==> src/rtl/grid_scanner.sv <==
// rtl/grid_scanner.sv - frame-coherent 16x16 grid row scanner; popcount under GRID_SCANNER_POPCOUNT_EN
module grid_scanner #(
  parameter int DWELL_CYCLES = 1024,
  parameter int BLANK_CYCLES = 16
) (
  input  logic              clk,
  input  logic              reset,
  input  logic [15:0][15:0] grid,
  input  logic              grid_valid,
  input  logic              scan_en,
  output logic [15:0]       row_sel,
  output logic [15:0]       col_data,
  output logic              frame_start,
  output logic              busy,
  output logic [8:0]        population,
  output logic              pop_valid
);

  localparam int MAX_CNT = (DWELL_CYCLES > BLANK_CYCLES) ? DWELL_CYCLES : BLANK_CYCLES;
  localparam int CW = $clog2(MAX_CNT + 1);
  localparam logic [CW-1:0] D_LAST = CW'(DWELL_CYCLES - 1);
  localparam logic [CW-1:0] B_LAST = CW'((BLANK_CYCLES > 0) ? BLANK_CYCLES - 1 : 0);
  localparam bit HAS_BLANK = (BLANK_CYCLES > 0);

  typedef enum logic [1:0] {S_IDLE, S_LOAD, S_BLANK, S_SHOW} state_t;

  state_t            state;
  logic [15:0][15:0] snap;
  logic              pending;
  logic [3:0]        row;
  logic [CW-1:0]     phase;
  logic [15:0][15:0] load_val;
  logic [3:0]        row_nxt;
  logic              show_end;

  // Value snap takes in LOAD: a deferred or coincident grid_valid captures grid.
  always_comb begin
    load_val = snap;
    if (pending || grid_valid) load_val = grid;
    row_nxt  = row + 4'd1;
    show_end = (state == S_SHOW) && (phase == D_LAST);
  end

  // Scan sequencer with outputs registered for the state being entered.
  always_ff @(posedge clk or posedge reset) begin
    if (reset) begin
      state       <= S_IDLE;
      snap        <= '0;
      pending     <= 1'b0;
      row         <= 4'd0;
      phase       <= '0;
      row_sel     <= 16'h0;
      col_data    <= 16'h0;
      frame_start <= 1'b0;
      busy        <= 1'b0;
    end else begin
      frame_start <= 1'b0;
      if (grid_valid && state != S_LOAD) pending <= 1'b1;
      case (state)
        S_IDLE: begin
          if (scan_en) begin
            state       <= S_LOAD;
            frame_start <= 1'b1;
            busy        <= 1'b1;
          end
        end
        S_LOAD: begin
          snap    <= load_val;
          pending <= 1'b0;
          row     <= 4'd0;
          phase   <= '0;
          if (HAS_BLANK) begin
            state <= S_BLANK;
          end else begin
            state    <= S_SHOW;
            row_sel  <= 16'h0001;
            col_data <= load_val[0];
          end
        end
        S_BLANK: begin
          if (phase == B_LAST) begin
            state    <= S_SHOW;
            phase    <= '0;
            row_sel  <= 16'h1 << row;
            col_data <= snap[row];
          end else begin
            phase <= phase + 1'b1;
          end
        end
        S_SHOW: begin
          if (show_end) begin
            phase    <= '0;
            row_sel  <= 16'h0;
            col_data <= 16'h0;
            if (!scan_en) begin
              state <= S_IDLE;
              busy  <= 1'b0;
              row   <= 4'd0;
            end else if (row == 4'd15) begin
              state       <= S_LOAD;
              frame_start <= 1'b1;
            end else begin
              row <= row_nxt;
              if (HAS_BLANK) begin
                state <= S_BLANK;
              end else begin
                state    <= S_SHOW;
                row_sel  <= 16'h1 << row_nxt;
                col_data <= snap[row_nxt];
              end
            end
          end else begin
            phase <= phase + 1'b1;
          end
        end
        default: state <= S_IDLE;
      endcase
    end
  end

`ifdef GRID_SCANNER_POPCOUNT_EN
  logic [8:0] acc;
  logic [4:0] entry_pop;
  logic       entry_show;

  function automatic logic [4:0] pop16(input logic [15:0] v);
    logic [4:0] n;
    n = 5'd0;
    for (int i = 0; i < 16; i++) n = n + 5'(v[i]);
    return n;
  endfunction

  // Live cells of the row about to be shown, valid on the edge entering SHOW.
  always_comb begin
    entry_show = 1'b0;
    entry_pop  = 5'd0;
    if (state == S_LOAD && !HAS_BLANK) begin
      entry_show = 1'b1;
      entry_pop  = pop16(load_val[0]);
    end else if (state == S_BLANK && phase == B_LAST) begin
      entry_show = 1'b1;
      entry_pop  = pop16(snap[row]);
    end else if (show_end && scan_en && row != 4'd15 && !HAS_BLANK) begin
      entry_show = 1'b1;
      entry_pop  = pop16(snap[row_nxt]);
    end
  end

  // Per-frame accumulator; published only when row 15 finishes its dwell.
  always_ff @(posedge clk or posedge reset) begin
    if (reset) begin
      acc        <= 9'd0;
      population <= 9'd0;
      pop_valid  <= 1'b0;
    end else begin
      pop_valid <= 1'b0;
      if (state == S_LOAD) acc <= entry_show ? 9'(entry_pop) : 9'd0;
      else if (entry_show) acc <= acc + 9'(entry_pop);
      if (show_end && row == 4'd15) begin
        population <= acc;
        pop_valid  <= 1'b1;
      end
    end
  end
`else
  assign population = 9'd0;
  assign pop_valid  = 1'b0;
`endif

endmodule
==> config.mk <==
export PLATFORM = sky130hd
export DESIGN_NAME = grid_scanner
export DESIGN_NICKNAME = d
export VERILOG_FILES = /design/src/rtl/grid_scanner.sv
export SDC_FILE = /design/constraint.sdc
export NUM_CORES = 1
export LEC_CHECK = 0
export ABC_AREA = 1
export CAP_MARGIN = 15
export CELL_PAD_IN_SITES_DETAIL_PLACEMENT = 1
export CELL_PAD_IN_SITES_GLOBAL_PLACEMENT = 2
export CORE_ASPECT_RATIO = 0.9
export CORE_MARGIN = 2
export CORE_UTILIZATION = 32
export CTS_CLUSTER_SIZE = 25
export DETAILED_ROUTE_END_ITERATION = 7
export HOLD_SLACK_MARGIN = 0.15
export PLACE_DENSITY = 0.9
export SYNTH_ARGS = -nofsm -noshare
export SYNTH_HDL_FRONTEND = slang
export SYNTH_SLANG_ARGS = --single-unit
==> constraint.sdc <==
create_clock -name clk -period 26.1 [get_ports clk]
set_input_delay 3.915 -clock clk [delete_from_list [all_inputs] [get_ports clk]]
set_output_delay 3.915 -clock clk [all_outputs]
set_load 0.01 [all_outputs]
# Word-level counts from Yosys, hierarchy flattened
# Cells that the tools add are included.
# word_totals
regBits	308
out_inout_bits	44
inputBits	260
# op_classes
n_addsub	2
n_lt_le_gt_ge	1
eq_ne	12
n_mux	31
shift	1
n_reduce_logical	14
# op_table
operator	n
16-bit binary-select mux with 4-bit select	1
16-bit 2-to-1 mux	4
16-bit one-hot mux with 2 select lines	2
11-bit one-hot mux with 3 select lines	1
11-bit 2-to-1 mux	2
1-bit by 4-bit left shift with 16-bit output, first input constant	1
4-bit 2-to-1 mux	3
11-bit by 1-bit adder with 11-bit output, second input constant	1
11-bit by 10-bit equality test with 1-bit output, second input constant	1
11-bit by 4-bit equality test with 1-bit output, second input constant	1
2-bit 2-to-1 mux	5
1-bit 2-to-1 mux	9
3-bit AND reduction	3
2-bit inequality test, second input constant	4
2-bit one-hot mux with 4 select lines	1
4-bit one-hot mux with 2 select lines	1
2-bit nonzero test	4
4-bit by 5-bit less-than comparator with 1-bit output, second input constant	1
4-bit by 1-bit adder with 4-bit output, second input constant	1
2-bit equality test, second input constant	2
4-bit equality test, second input constant	1
1-bit one-hot mux with 2 select lines	2
4-bit AND reduction	1
3-bit inequality test, second input constant	1
7 further kinds	8

# Longest topological paths before layout
# Gate-level depths: netlist of run 1.
# logic_depth
depth_word	5
ltp_mapped	11
ltp_nobuf	9

# Least setup slack after synthesis of run 1
# No wires, ideal clock.
# synth_timing
path_kind	input -> register
start	input grid_valid
end	register snap[176] (netlist bit)
setup_ns	0.133
t_arrival_ns	4.806
required_time_ns	25.967
path_slack_ns	21.161
stages	4
path_cell_list	o21ai_1 -> clkbuf_1 -> buf_1 -> a21oi_1
# synth_between
elab_chain_len	2
# synth_lines
element	line	rtl
from (decl)	9	input logic grid_valid,
1-bit logical OR	39	if (pending || grid_valid) load_val = grid;
2-bit AND reduction (no source line)	-	
to (signal assigned)	68	snap <= load_val;
to (decl)	28	logic [15:0][15:0] snap;
# No other way between the ends.
# A chain may end at the register's enable or synchronous reset.

# Worst setup path in the final report of run 1
# layout_timing
start	input grid_valid
end	register snap[172] (netlist bit)
# Same word-level chain as after synthesis.

==> metrics.md, run 1 <==
| Metric | Value |
|---|---|
| CTS tree | `built` |
| Reg-to-Reg Start | `state[1]$_DFFE_PP0P_` |
| Clk_lat worst skew | `0.55 ns` |
| Fill count | `5578` |
| Gr usage total | `0.217` |
| Initial DRC Count | `913` |
| Cell Area, Synth | `14900 µm²` |
| Max Cap Violations | `0` |
| Worst Hold Launch | `col_data[13]$_DFFE_PP0P_` |
| Maximum root-to-sink buffer count | `3` |
| Number of port buffers | `293` |
| Final TNS setup | `0 ns` |
| Largest net degree at the start of global routing | `119` |
| Worst EP arrival | `7.73 ns` |
| Unrepaired setup endpoints after global routing | `no` |
| Status | `finished, final reports clean` |
| Cells along the critical path | `clkdlybuf4s50_1 -> o21ai_4 -> buf_4 -> buf_4 -> buf_4 -> nor2_1 -> a21oi_1` |
| Mean Syn Cell Area | `7.71 µm²` |
| I/O Pins | `304` |
| Final Hold Viols | `0` |
| Chip Height | `209 µm` |
| Final Max Slew Viols | `0` |
| Post-DRT Antenna Nets | `0` |
| Crit path buf inv count | `4` |
| Post-CTS Resized | `0` |
| WS Path Type | `in2reg` |
| Cell Pwr Density | `107 nW/µm²` |
| Post-CTS setup buffer count | `0` |
| Worst path max stage delay | `0.89 ns` |
| Crit path max fanout | `103` |
| Total gr overflow | `0` |
| Yosys Warn Count | `0` |
| Clock skew | `0.0155 ns` |
| Startpoint type of the worst setup path | `input pin` |
| Nets | `2434` |
| Yosys reg bits | `308` |
| DR vias/cell | `4.76` |
| Post-DP HPWL | `35800 µm` |
| Fmax | `138 MHz` |
| Mapped Cells | `1933` |
| Std-Cell Core Area | `46300 µm²` |
| Slowest stage cell, crit path | `buf_4` |
| Area growth, synth to finish | `30.2%` |
| Hold slack final | `0.484 ns` |
| Initial antenna violation count | `5` |
| Max_slew headroom | `0.295` |
| Vias in the first global route | `14200` |
| Most frequent cells in the layout | `nand2_1, dfrtp_1, clkdlybuf4s50_1` |
| Cts bufs inserted | `37` |
| Average wire per standard cell | `18.4 µm` |
| Worst R2R Setup Slack | `22.20 ns` |
| Row cnt | `75` |
| Final number of setup-violating endpoints | `0` |
| WL final | `51600 µm` |
| Fin crit period | `7.27 ns` |
| Worst ir drop on vdd | `47.8 µV` |
| Cell family with most CP delay | `buffers and inverters` |
| TritonRoute pass-1 iters | `5` |
| Initial core utilization | `0.322` |
| Gpl congestion | `0.804` |
| WP data required | `26.56 ns` |
| Seq/Total Area, Yosys | `0.517` |
| Width of the chip | `231 µm` |
| Reg-to-reg endpoint | `snap[172]$_DFFE_PP0P_` |
| Clock sink count | `308` |
| Commonest non-fill, non-tap cell in the layout | `nand2_1` |
| Clock Tree Root | `clkbuf_16` |
| Post-CTS Hold Fix Bufs | `0` |
| Most frequent CP cell | `buf_4` |
| Share of cells above drive strength 1 | `0.0521` |
| Die area | `48300 µm²` |
| Hold Path Depth | `2` |
| Core Util, Final | `0.419` |
| Worst setup EP type | `register` |
| R2R cell count | `8` |
| Synth cell types | `29` |
| Worst min path class | `reg2reg` |
| Drt drc | `0` |
| Worst-path clk slew | `0.06 ns` |
| First-pass GRT wire length | `81200 µm` |
| Worst slew pin tran | `1.06 ns` |
| H-tree depth | `2` |
| Lkg Pwr | `9.44 nW` |
| DR vias | `13400` |
| Hold EP | `col_data[13]$_DFFE_PP0P_` |
| Tcrit/Tclk final | `0.279` |
==> area by class of cell <==
type                            instances  area (µm²)  share of cell area
Timing Repair Buffer                  307        3060               0.158
Sequential cell                       308        7720               0.398
Clock buffer                           56        1160              0.0598
Multi-Input combinational cell       1237        5610               0.289
Antenna cell                            1        2.50            0.000129
Tap cell                              616         771              0.0397
Inverter                              271        1030              0.0530
Clock inverter                         11        58.8             0.00303
==> flip-flops by register name, summed over array words and instances, names as in the netlist <==
register,count
busy,1
col_data,16
frame_start,1
pending,1
phase,11
row,4
row_sel,16
snap,256
state,2
==> cells by family (layout without fill, tap and decap cells) <==
logic type      Yosys count  count (layout)  share of synthesized area
other cells               1              11                   0.000252
fa+ha+maj                12              12                     0.0101
compound gates          285             285                     0.0972
mux                      12              12                    0.00907
buf+inv                 397             645                      0.110
flops                   308             308                      0.517
xor+xnor                  7               7                    0.00411
simple gates            911             911                      0.252
==> Yosys cell counts, drive strengths merged <==
| cell type | number | area share |
|---|---|---|
| nand2 | 395 | 0.10 |
| o22ai | 1 | 0.00042 |
| o21ai | 35 | 0.013 |
| dfrtp | 308 | 0.52 |
| clkbuf | 36 | 0.0091 |
| inv | 270 | 0.068 |
| conb | 1 | 0.00025 |
| nor3 | 1 | 0.00034 |
| clkinv | 1 | 0.00025 |
| nor2 | 270 | 0.069 |
| ha | 12 | 0.010 |
| nand3 | 233 | 0.079 |
| buf | 90 | 0.032 |
| nand4 | 2 | 0.00084 |
| o211ai | 1 | 0.00050 |
| xor2 | 7 | 0.0041 |
| a21oi | 248 | 0.083 |
| or2 | 8 | 0.0034 |
| nand3b | 2 | 0.0010 |
| mux2 | 12 | 0.0091 |
==> metal layers <==
layer,part of all wire,up-vias,global-route usage,routed length (µm)
li1,-,6442,-,-
met1,0.46,6553,0.292,23600
met2,0.46,265,0.351,24000
met3,0.046,83,0.0411,2390
met4,0.030,8,0.0730,1570
met5,0.0011,-,0,59
==> per-stage QoR <==
stage | cells | power, mW | worst slack (ns) | instance area (µm²)
5_1_grt | 2806 | 2.25 | 18.47 | 19400
4_1_cts | 2805 | 2.10 | 18.84 | 19400
3_5_place_dp | 2738 | 1.57 | 18.32 | 18200
6_report | 2807 | 2.08 | 18.83 | 19400
3_3_place_gp | 2738 | 1.52 | 18.45 | 18200
2_1_floorplan | 1942 | 1.33 | 13.67 | 14900
==> worst max-delay path by stage <==
stage                           from                    end  slack [ns]  cells past startpoint
after global placement    grid_valid  snap[113]$_DFFE_PP0P_       18.45                      6
after CTS                 grid_valid  snap[172]$_DFFE_PP0P_       18.84                      7
after floorplan                reset       busy$_DFFE_PP0P_       13.67                      1
after detailed placement  grid_valid  snap[154]$_DFFE_PP0P_       18.32                      7
after global routing      grid_valid  snap[154]$_DFFE_PP0P_       18.47                      7
final                     grid_valid  snap[172]$_DFFE_PP0P_       18.83                      7
==> worst min-delay path, stage by stage (launching register included) <==
cell     delay, ns
dfrtp_1       0.34
nand2_1       0.06
nand2_1       0.05
==> power by group <==
| group | total (mW) | internal [mW] | switching (mW) |
|---|---|---|---|
| Clock | 0.521 | 0.307 | 0.214 |
| Sequential | 0.755 | 0.676 | 0.0787 |
| Combinational | 0.805 | 0.270 | 0.534 |
| Total | 2.08 | 1.25 | 0.827 |
No activity file was read; power rests on OpenSTA's default activity.
==> run 2, diff against run 1 <==
Settings changed: CORE_UTILIZATION 32 to 27, PLACE_DENSITY 0.9 to 0.81.
Clock period 26.1 ns to 6.3 ns, I/O delays scaled along.
==> run 2 against run 1 <==
- via count increased by 0.13%
- register-to-register slack got worse by 19 ns
- utilization shrank 5.9 points
- combinational power rose to 4.2 times the previous value
- hold slack worse by 0.0015 ns
- critical path type is now reg2reg
==> metrics.md, run 2 (synthesized netlist as in run 1, its figures left out) <==
| Metric | Value |
|---|---|
| Status | `finished, final reports clean` |
| Cell Pwr Density | `449 nW/µm²` |
| Width of the chip | `252 µm` |
| Most frequent cells in the layout | `nand2_1, dfrtp_1, clkdlybuf4s50_1` |
| Most frequent CP cell | `nand2_1` |
| CTS tree | `built` |
| Crit path buf inv count | `2` |
| Max_slew headroom | `0.312` |
| Total gr overflow | `0` |
| Top flop regs | `snap: 256 flops, col_data: 16 flops, row_sel: 16 flops` |
| Max Cap Violations | `0` |
| Initial antenna violation count | `2` |
| Worst min path class | `reg2reg` |
| Drt drc | `0` |
| Clk_lat worst skew | `0.55 ns` |
| Worst setup path start | `row[0]$_DFFE_PP0P_` |
| Final Hold Viols | `0` |
| Final number of setup-violating endpoints | `0` |
| Post-DP HPWL | `38400 µm` |
| Max reg flops | `256` |
| Worst EP arrival | `3.40 ns` |
| WL final | `54100 µm` |
| WP data required | `6.74 ns` |
| I/O Pins | `304` |
| Post-CTS Resized | `0` |
| Clock Tree Root | `clkbuf_16` |
| Row cnt | `81` |
| Cts bufs inserted | `39` |
| Post-CTS setup buffer count | `0` |
| Chip Height | `227 µm` |
| Tot Pwr | `8.80 mW` |
| Number of port buffers | `293` |
| Area growth, synth to finish | `31.6%` |
| TritonRoute pass-1 iters | `4` |
| Gr usage total | `0.191` |
| Hold slack final | `0.483 ns` |
| Worst Hold Launch | `col_data[2]$_DFFE_PP0P_` |
| Worst setup margin | `3.35 ns` |
| Slowest stage cell, crit path | `dfrtp_4` |
| Maximum root-to-sink buffer count | `3` |
| Finished Cell Area | `19600 µm²` |
| Worst slew pin tran | `1.03 ns` |
| DR vias | `13400` |
| Average wire per standard cell | `18.7 µm` |
| Worst-path clk slew | `0.06 ns` |
| Die area | `57100 µm²` |
| Initial core utilization | `0.274` |
| Startpoint type of the worst setup path | `register` |
| Post-DRT Antenna Nets | `0` |
| Commonest non-fill, non-tap cell in the layout | `nand2_1` |
| Worst path max stage delay | `0.76 ns` |
| Unrepaired setup endpoints after global routing | `no` |
| Gpl congestion | `0.814` |
| Worst setup EP type | `register` |
| Clock skew | `0.0204 ns` |
| Post-CTS Hold Fix Bufs | `0` |
| H-tree depth | `2` |
| Reg-to-Reg Start | `row[0]$_DFFE_PP0P_` |
| Initial DRC Count | `689` |
| Cells along the critical path | `inv_4 -> buf_4 -> nand2_1 -> nand3_1 -> nand3_1 -> nand3_1 -> nand2_1 -> nand2_1 -> nand2_1` |
| Placed Instances | `2825` |
| Vias in the first global route | `14300` |
| First-pass GRT wire length | `83500 µm` |
| Worst ir drop on vdd | `315 µV` |
| Antenna diodes | `0` |
| Std-Cell Core Area | `54400 µm²` |
| Fmax | `339 MHz` |
| Dpl ws | `3.21 ns` |
| WS Path Type | `reg2reg` |
| Clock sink count | `308` |
| Tcrit/Tclk final | `0.469` |
| Placed instance area | `18300 µm²` |
| Final TNS setup | `0 ns` |
| Share of cells above drive strength 1 | `0.0498` |
| Fin cells | `2892` |
| Crit path max fanout | `68` |
| DR vias/cell | `4.62` |
| Fin crit period | `2.95 ns` |
| Final Max Slew Viols | `0` |
| Largest net degree at the start of global routing | `220` |
| Lkg Pwr | `9.48 nW` |
| Nets | `2434` |
| Cell family with most CP delay | `buffers and inverters` |
| Biggest register | `snap` |
| Core Util, Final | `0.360` |
## run 2: changes by cell type in the layout (fill, tap and decap cells not counted), sizes merged
cell,previous run,this run
clkbuf,56,54
clkinv,11,9
diode,1,0
inv,271,269
clkinvlp,0,1
bufinv,0,4
buf,14,12
## run 2: power breakdown
part	total, mW	switching, mW	leakage, nW	internal (mW)
clock network	2.29	0.876	0.644	1.41
registers	3.10	0.295	3.49	2.80
logic	3.41	2.28	5.34	1.13
total	8.80	3.45	9.48	5.34
## run 2: final cells by class
| cell class | instances | area (µm²) |
|---|---|---|
| multi-input combinational | 1237 | 5610 |
| sequential | 308 | 7710 |
| clock inverter | 12 | 160 |
| clock buffer | 54 | 1130 |
| fill | 6490 | 34800 |
| timing repair buffer | 305 | 3090 |
| tap | 705 | 882 |
| inverter | 271 | 1020 |
## run 2: worst paths after layout
| kind | endpoint | cells past startpoint | slack (ns) |
|---|---|---|---|
| worst min register to register | col_data[2]$_DFFE_PP0P_ | 2 | 0.48 |
| min in group asynchronous | snap[100]$_DFFE_PP0P_ | 3 | 0.95 |
| worst max register to register | col_data[7]$_DFFE_PP0P_ | 9 | 3.35 |
| worst min-delay path | col_data[2]$_DFFE_PP0P_ | 2 | 0.48 |
| worst max-delay path | col_data[7]$_DFFE_PP0P_ | 9 | 3.35 |
| max in group asynchronous | row[0]$_DFFE_PP0P_ | 3 | 4.47 |
## run 2: routing by layer
| metal | routed length [µm] | GRT usage | vias to the layer above | part of all wire |
|---|---|---|---|---|
| met3 | 2120 | 0.0279 | 64 | 0.039 |
| met2 | 25400 | 0.315 | 264 | 0.47 |
| met4 | 1080 | 0.0503 | 4 | 0.020 |
| li1 | - | - | 6447 | - |
| met5 | 20 | 0 | - | 0.00037 |
| met1 | 25600 | 0.263 | 6589 | 0.47 |
## run 2: tightest hold or removal path, cell delays in order (launching register included)
cell and delay, ns:
dfrtp_1 0.34, nand2_1 0.06, nand2_1 0.05
